**config.mk**
```make
export PLATFORM = sky130hd
export DESIGN_NAME = stopwatch_core
export DESIGN_NICKNAME = d
export VERILOG_FILES = /design/src/rtl/stopwatch_core.sv
export SDC_FILE = /design/constraint.sdc
export NUM_CORES = 1
export LEC_CHECK = 0
export ABC_AREA = 1
export BUFFER_PORTS_ARGS = -buffer_cell sky130_fd_sc_hd__buf_2
export CAP_MARGIN = 20
export CORE_ASPECT_RATIO = 0.8
export CORE_MARGIN = 10
export CORE_UTILIZATION = 40
export DETAILED_ROUTE_END_ITERATION = 10
export GPL_TIMING_DRIVEN = 1
export PLACE_DENSITY_LB_ADDON = 0.1
export SYNTH_ARGS = -nofsm -noshare
export SYNTH_HDL_FRONTEND = slang
export SYNTH_SLANG_ARGS = --single-unit
```
**constraint.sdc**
```tcl
create_clock -name clk -period 2.5 [get_ports clk]
set_clock_uncertainty 0.05 [all_clocks]
set_input_delay 0.25 -clock clk [delete_from_list [all_inputs] [get_ports clk]]
set_output_delay 0.25 -clock clk [all_outputs]
set_load 0.02 [all_outputs]
```
**src/rtl/stopwatch_core.sv**
```systemverilog
// Stopwatch control FSM and time-keeping datapath: centisecond tick divider feeding
// cascaded msec/sec/min/hour counters. All outputs come straight from registers.
module stopwatch_core #(
    parameter int unsigned TICK_DIV = 1_000_000
) (
    input  logic       clk,
    input  logic       rst,
    input  logic       i_btn_run,
    input  logic       i_btn_clear,
    output logic [6:0] o_msec,
    output logic [5:0] o_sec,
    output logic [5:0] o_min,
    output logic [4:0] o_hour,
    output logic       o_running
);

    localparam int unsigned DivW = (TICK_DIV > 1) ? $clog2(TICK_DIV) : 1;
    localparam logic [DivW-1:0] DivMax = DivW'(TICK_DIV - 1);

    typedef enum logic [1:0] {StStop, StRun, StClear} state_e;

    state_e            state_q;
    logic              running_q;
    logic [DivW-1:0]   div_q, div_d;
    logic [6:0]        msec_q, msec_d;
    logic [5:0]        sec_q, sec_d;
    logic [5:0]        min_q, min_d;
    logic [4:0]        hour_q, hour_d;
    logic              tick;
    logic              clear_enter;

    always_ff @(posedge clk or negedge rst) begin
        if (!rst) begin
            state_q   <= StStop;
            running_q <= 1'b0;
        end else begin
            case (state_q)
                StStop: begin
                    // Run has priority over a coincident clear.
                    if (i_btn_run) begin
                        state_q   <= StRun;
                        running_q <= 1'b1;
                    end else if (i_btn_clear) begin
                        state_q <= StClear;
                    end
                end
                StRun: begin
                    if (i_btn_run) begin
                        state_q   <= StStop;
                        running_q <= 1'b0;
                    end
                end
                StClear: state_q <= StStop;
                default: begin
                    state_q   <= StStop;
                    running_q <= 1'b0;
                end
            endcase
        end
    end

    assign tick        = (state_q == StRun) && (div_q == DivMax);
    assign clear_enter = (state_q == StStop) && i_btn_clear && !i_btn_run;

    // Divider holds in STOP so the sub-tick phase survives a pause.
    always_comb begin
        div_d = div_q;
        if (state_q == StRun) begin
            div_d = tick ? '0 : div_q + DivW'(1);
        end else if (clear_enter || state_q == StClear) begin
            div_d = '0;
        end
    end

    always_comb begin
        msec_d = msec_q;
        sec_d  = sec_q;
        min_d  = min_q;
        hour_d = hour_q;
        if (state_q == StClear) begin
            msec_d = '0;
            sec_d  = '0;
            min_d  = '0;
            hour_d = '0;
        end else if (tick) begin
            if (msec_q == 7'd99) begin
                msec_d = '0;
                if (sec_q == 6'd59) begin
                    sec_d = '0;
                    if (min_q == 6'd59) begin
                        min_d  = '0;
                        hour_d = (hour_q == 5'd23) ? 5'd0 : hour_q + 5'd1;
                    end else begin
                        min_d = min_q + 6'd1;
                    end
                end else begin
                    sec_d = sec_q + 6'd1;
                end
            end else begin
                msec_d = msec_q + 7'd1;
            end
        end
    end

    always_ff @(posedge clk or negedge rst) begin
        if (!rst) begin
            div_q  <= '0;
            msec_q <= '0;
            sec_q  <= '0;
            min_q  <= '0;
            hour_q <= '0;
        end else begin
            div_q  <= div_d;
            msec_q <= msec_d;
            sec_q  <= sec_d;
            min_q  <= min_d;
            hour_q <= hour_d;
        end
    end

    assign o_msec    = msec_q;
    assign o_sec     = sec_q;
    assign o_min     = min_q;
    assign o_hour    = hour_q;
    assign o_running = running_q;

endmodule

```
==> out/qor.csv <==
stage,metric,value,unit
timing,period_share,74.46,%
timing,worst_hold_slack,183.2,ps
worst_hold_path,hold_class,input pin to flop,
critical_path,cpPeakStageDelay,380,ps
critical_path,setup.worst_path.class,flop to flop,
power,leakagePower,0.001618,uW
finish,post_route_cells_drive_above_1_share,14.87,%
drt,drc_errors,0,
yosys,yosys.cell_types.count,32,
clock_tree,clock-sinks,47,
floorplanning,num_rows,27,
global_route,grt_pass1_wl,11.98,mm
clock_tree,clock_tree.buffer_depth,2,
floorplanning,die_height,96.39,um
yosys,yosysWarningCount,0,
global_route,antenna_found_initial,0,
yosys,post-synth-top-count-cell,sky130_fd_sc_hd__nand2_1,
finish,seqCellArea,1176,um2
clock_tree,cts_repair_resize_count,0,
clock_tree,postCtsSetupBuffers,0,
placement,port_buffers,28,
timing,rsz0062_at_grt,false,
global_route,grt_pass1_vias,2445,
timing,setup_tns,0,ps
critical_path,worst_ep_required_time,2650,ps
yosys,number_of_enable_type_register_cells_in_the_synthesized_netlist,0,
yosys,synth.top_cell.area_share,40.31,%
critical_path,critical-path-slowest-cell,sky130_fd_sc_hd__dfrtp_1,
timing,timing.slew.headroom,74.91,%
drt,vias,2601,
yosys,postSynth.topFlopCell,sky130_fd_sc_hd__dfrtp_1,
timing,finalHoldViolCount,0,
timing,final_critical_path_time_including_i_o_delays_and_setup,1862,ps
clock_tree,clk_latency_worst_skew_pair,310,ps
floorplanning,starting_utilization_of_the_core_area,41.72,%
yosys,synth.avg_cell_area,7.222,um2
drt,routed_wl,7.058,mm
drt,wl_per_cell,13.47,um
clock_tree,htree_num_levels,2,
placement,place.gp.congestion,0.8238,
critical_path,crit_path_end_kind,flop,
yosys,synthTopCellsByCount,"sky130_fd_sc_hd__nand2_1 (122), sky130_fd_sc_hd__nor2_1 (54), sky130_fd_sc_hd__dfrtp_1 (47), sky130_fd_sc_hd__inv_1 (45), sky130_fd_sc_hd__nand3_1 (37)",
finish,area_of_combinational_cells_with_multiple_inputs,1498,um2
timing,timing.final.setup_violations,0,
placement,placedInstanceArea,3128,um2
floorplanning,full_die_area,11130,um2
global_route,globalRoute.totalOverflow,0,
clock_tree,tritoncts,built,
yosys,synth_area,2918,um2
finish,ant_diodes,0,
yosys,share_of_async_settable_or_async_resettable_flops_after_synthesis,100.0,%
yosys,syn-instance-count,404,
power,ir_drop,278.1,uV
timing,fmax,0.5372,GHz
drt,vias_per_cell,4.964,
global_route,grt_util_all_layers,13.18,%
finish,area_of_all_placed_cells_without_fillers,3227,um2
drt,drt-pass1-iter-count,4,
yosys,yosys.area.top_type,sky130_fd_sc_hd__dfrtp_1,
finish,final_nets,445,
yosys,ys_seq_elements,47,
timing,tightestPinTransition,376.0,ps
critical_path,cpMostUsedCell,sky130_fd_sc_hd__nand3_1,
clock_tree,clkTransAtPathRegs,100,ps
critical_path,critPathArrivalTime,2010,ps
yosys,synth.area.top_cells,"sky130_fd_sc_hd__dfrtp_1 (40%), sky130_fd_sc_hd__nand2_1 (16%), sky130_fd_sc_hd__nor2_1 (6.9%)",
clock_tree,cts_buffers,5,
run,max-cap-violations,0,
global_route,grt_start_max_net_pins,18,
finish,area.growth.synth_to_final,10.59,%
yosys,synth_seq_area_share,40.31,%
timing,final_max_slew_viol_count,0,
critical_path,crit_fanout,5,
critical_path,path_cells,ha_1 > nand3_1 > inv_1 > nand2_1 > nor2_1 > nand3_1 > nand3_1 > nand2_1,
floorplanning,dieWidth,115.5,um
power,p_per_area,696.2,nW/um2
floorplanning,io_pins,29,
yosys,net_count_after_synthesis,413,
placement,detailed_placer_s_ending_hpwl,5.429,mm
critical_path,setup.worst_path.start_class,flop,
drt,detail_route.iter0.violations,116,
critical_path,worstPathBufferInverterCount,1,
floorplanning,core,6993,um2
drt,detail-route-antenna-nets,0,
status,outcome,completed,
finish,fillers,765,
clock_tree,cts-root-buf,sky130_fd_sc_hd__clkbuf_8,
critical_path,worst_path_top_cell_family_by_delay,simple AND/OR/NAND/NOR gates,
## metrics by stage
stage | worst slack (ps) | std cells | total power (uW) | util, %
2_1_floorplan | 820.7 | 404 | 1606 | -
3_3_place_gp | 664.8 | 515 | 1785 | 44.73
3_5_place_dp | 658.0 | 515 | 1789 | 44.73
4_1_cts | 651.4 | 524 | 2269 | 46.14
5_1_grt | 413.2 | 524 | 2426 | 46.14
6_report | 638.4 | 524 | 2247 | 46.14
## report_power, final
group / switching (uW) / total, uW / internal, uW
Sequential: 210 / 1120 / 913
Clock: 276 / 472 / 195
Combinational: 442 / 651 / 210
Total: 929 / 2250 / 1320
## routing by layer
metal / track usage [%] / up-vias / part of all wire [%]
met5: 0 / - / 0
met4: 2.316 / 0 / 0.44
met1: 19.36 / 1199 / 54
met2: 19.02 / 45 / 41
met3: 3.512 / 4 / 4.6
li1: - / 1353 / -
## cells by family after synthesis
family,share of synthesized area [%]
and+or+nand+nor,38.55
buffers and inverters,8.361
DFF,40.31
AOI/OAI and AO/OA,7.933
xor gates and xnor gates,2.702
adders and majority gates,2.144
## worst register-to-register path: cells and delay by family (launching register included)
family	cells	cell delay [ps]
buf+inv	1	250
flops	1	380
fa+ha+maj	1	210
simple gates	6	880
## final cells by class
cell class	instances	share of cell area (%)
clock buffers	5	2.133
multi-input cells	301	46.41
inverters	50	5.894
well taps	87	3.373
repair buffers	31	5.118
clock inverters	3	0.6204
flip-flops and latches	47	36.45
## registers in the layout, summed over array words and instances, names as in the netlist
signal	cells
o_hour	5
state_q	2
div_q	20
o_msec	7
o_running	1
o_sec	6
o_min	6
## worst paths after layout
kind                                        from                endpoint  slack (ps)  cells past startpoint
setup / recovery            div_q[1]$_DFFE_PN0P_   div_q[18]$_DFFE_PN0P_         640                      8
hold / removal                         i_btn_run  state_q[0]$_DFFE_PN0P_         180                      3
setup reg to reg            div_q[1]$_DFFE_PN0P_   div_q[18]$_DFFE_PN0P_         640                      8
hold reg to reg            div_q[14]$_DFFE_PN0P_   div_q[14]$_DFFE_PN0P_         470                      2
max in group asynchronous                    rst    o_sec[3]$_DFFE_PN0P_        1500                      3
min in group asynchronous                    rst   div_q[18]$_DFFE_PN0P_         330                      2
## what timing repair did
action	CTS	global route
endpoints found under the setup margin	0	0
hold buffers	1	0
hold endpoints to repair	14	0
## cells in the final DEF, fill, tap and decap left out, types with 6 or more instances in the layout
cell,n
sky130_fd_sc_hd__xor2_1,6
sky130_fd_sc_hd__o21ai_2,7
sky130_fd_sc_hd__nor2_1,54
sky130_fd_sc_hd__buf_2,28
sky130_fd_sc_hd__o21ai_0,16
sky130_fd_sc_hd__inv_1,45
sky130_fd_sc_hd__nand3_1,37
sky130_fd_sc_hd__nand2_1,122
sky130_fd_sc_hd__a21oi_1,7
sky130_fd_sc_hd__nand4_1,13
sky130_fd_sc_hd__dfrtp_1,47
No activity file was read; power rests on OpenSTA's default activity.
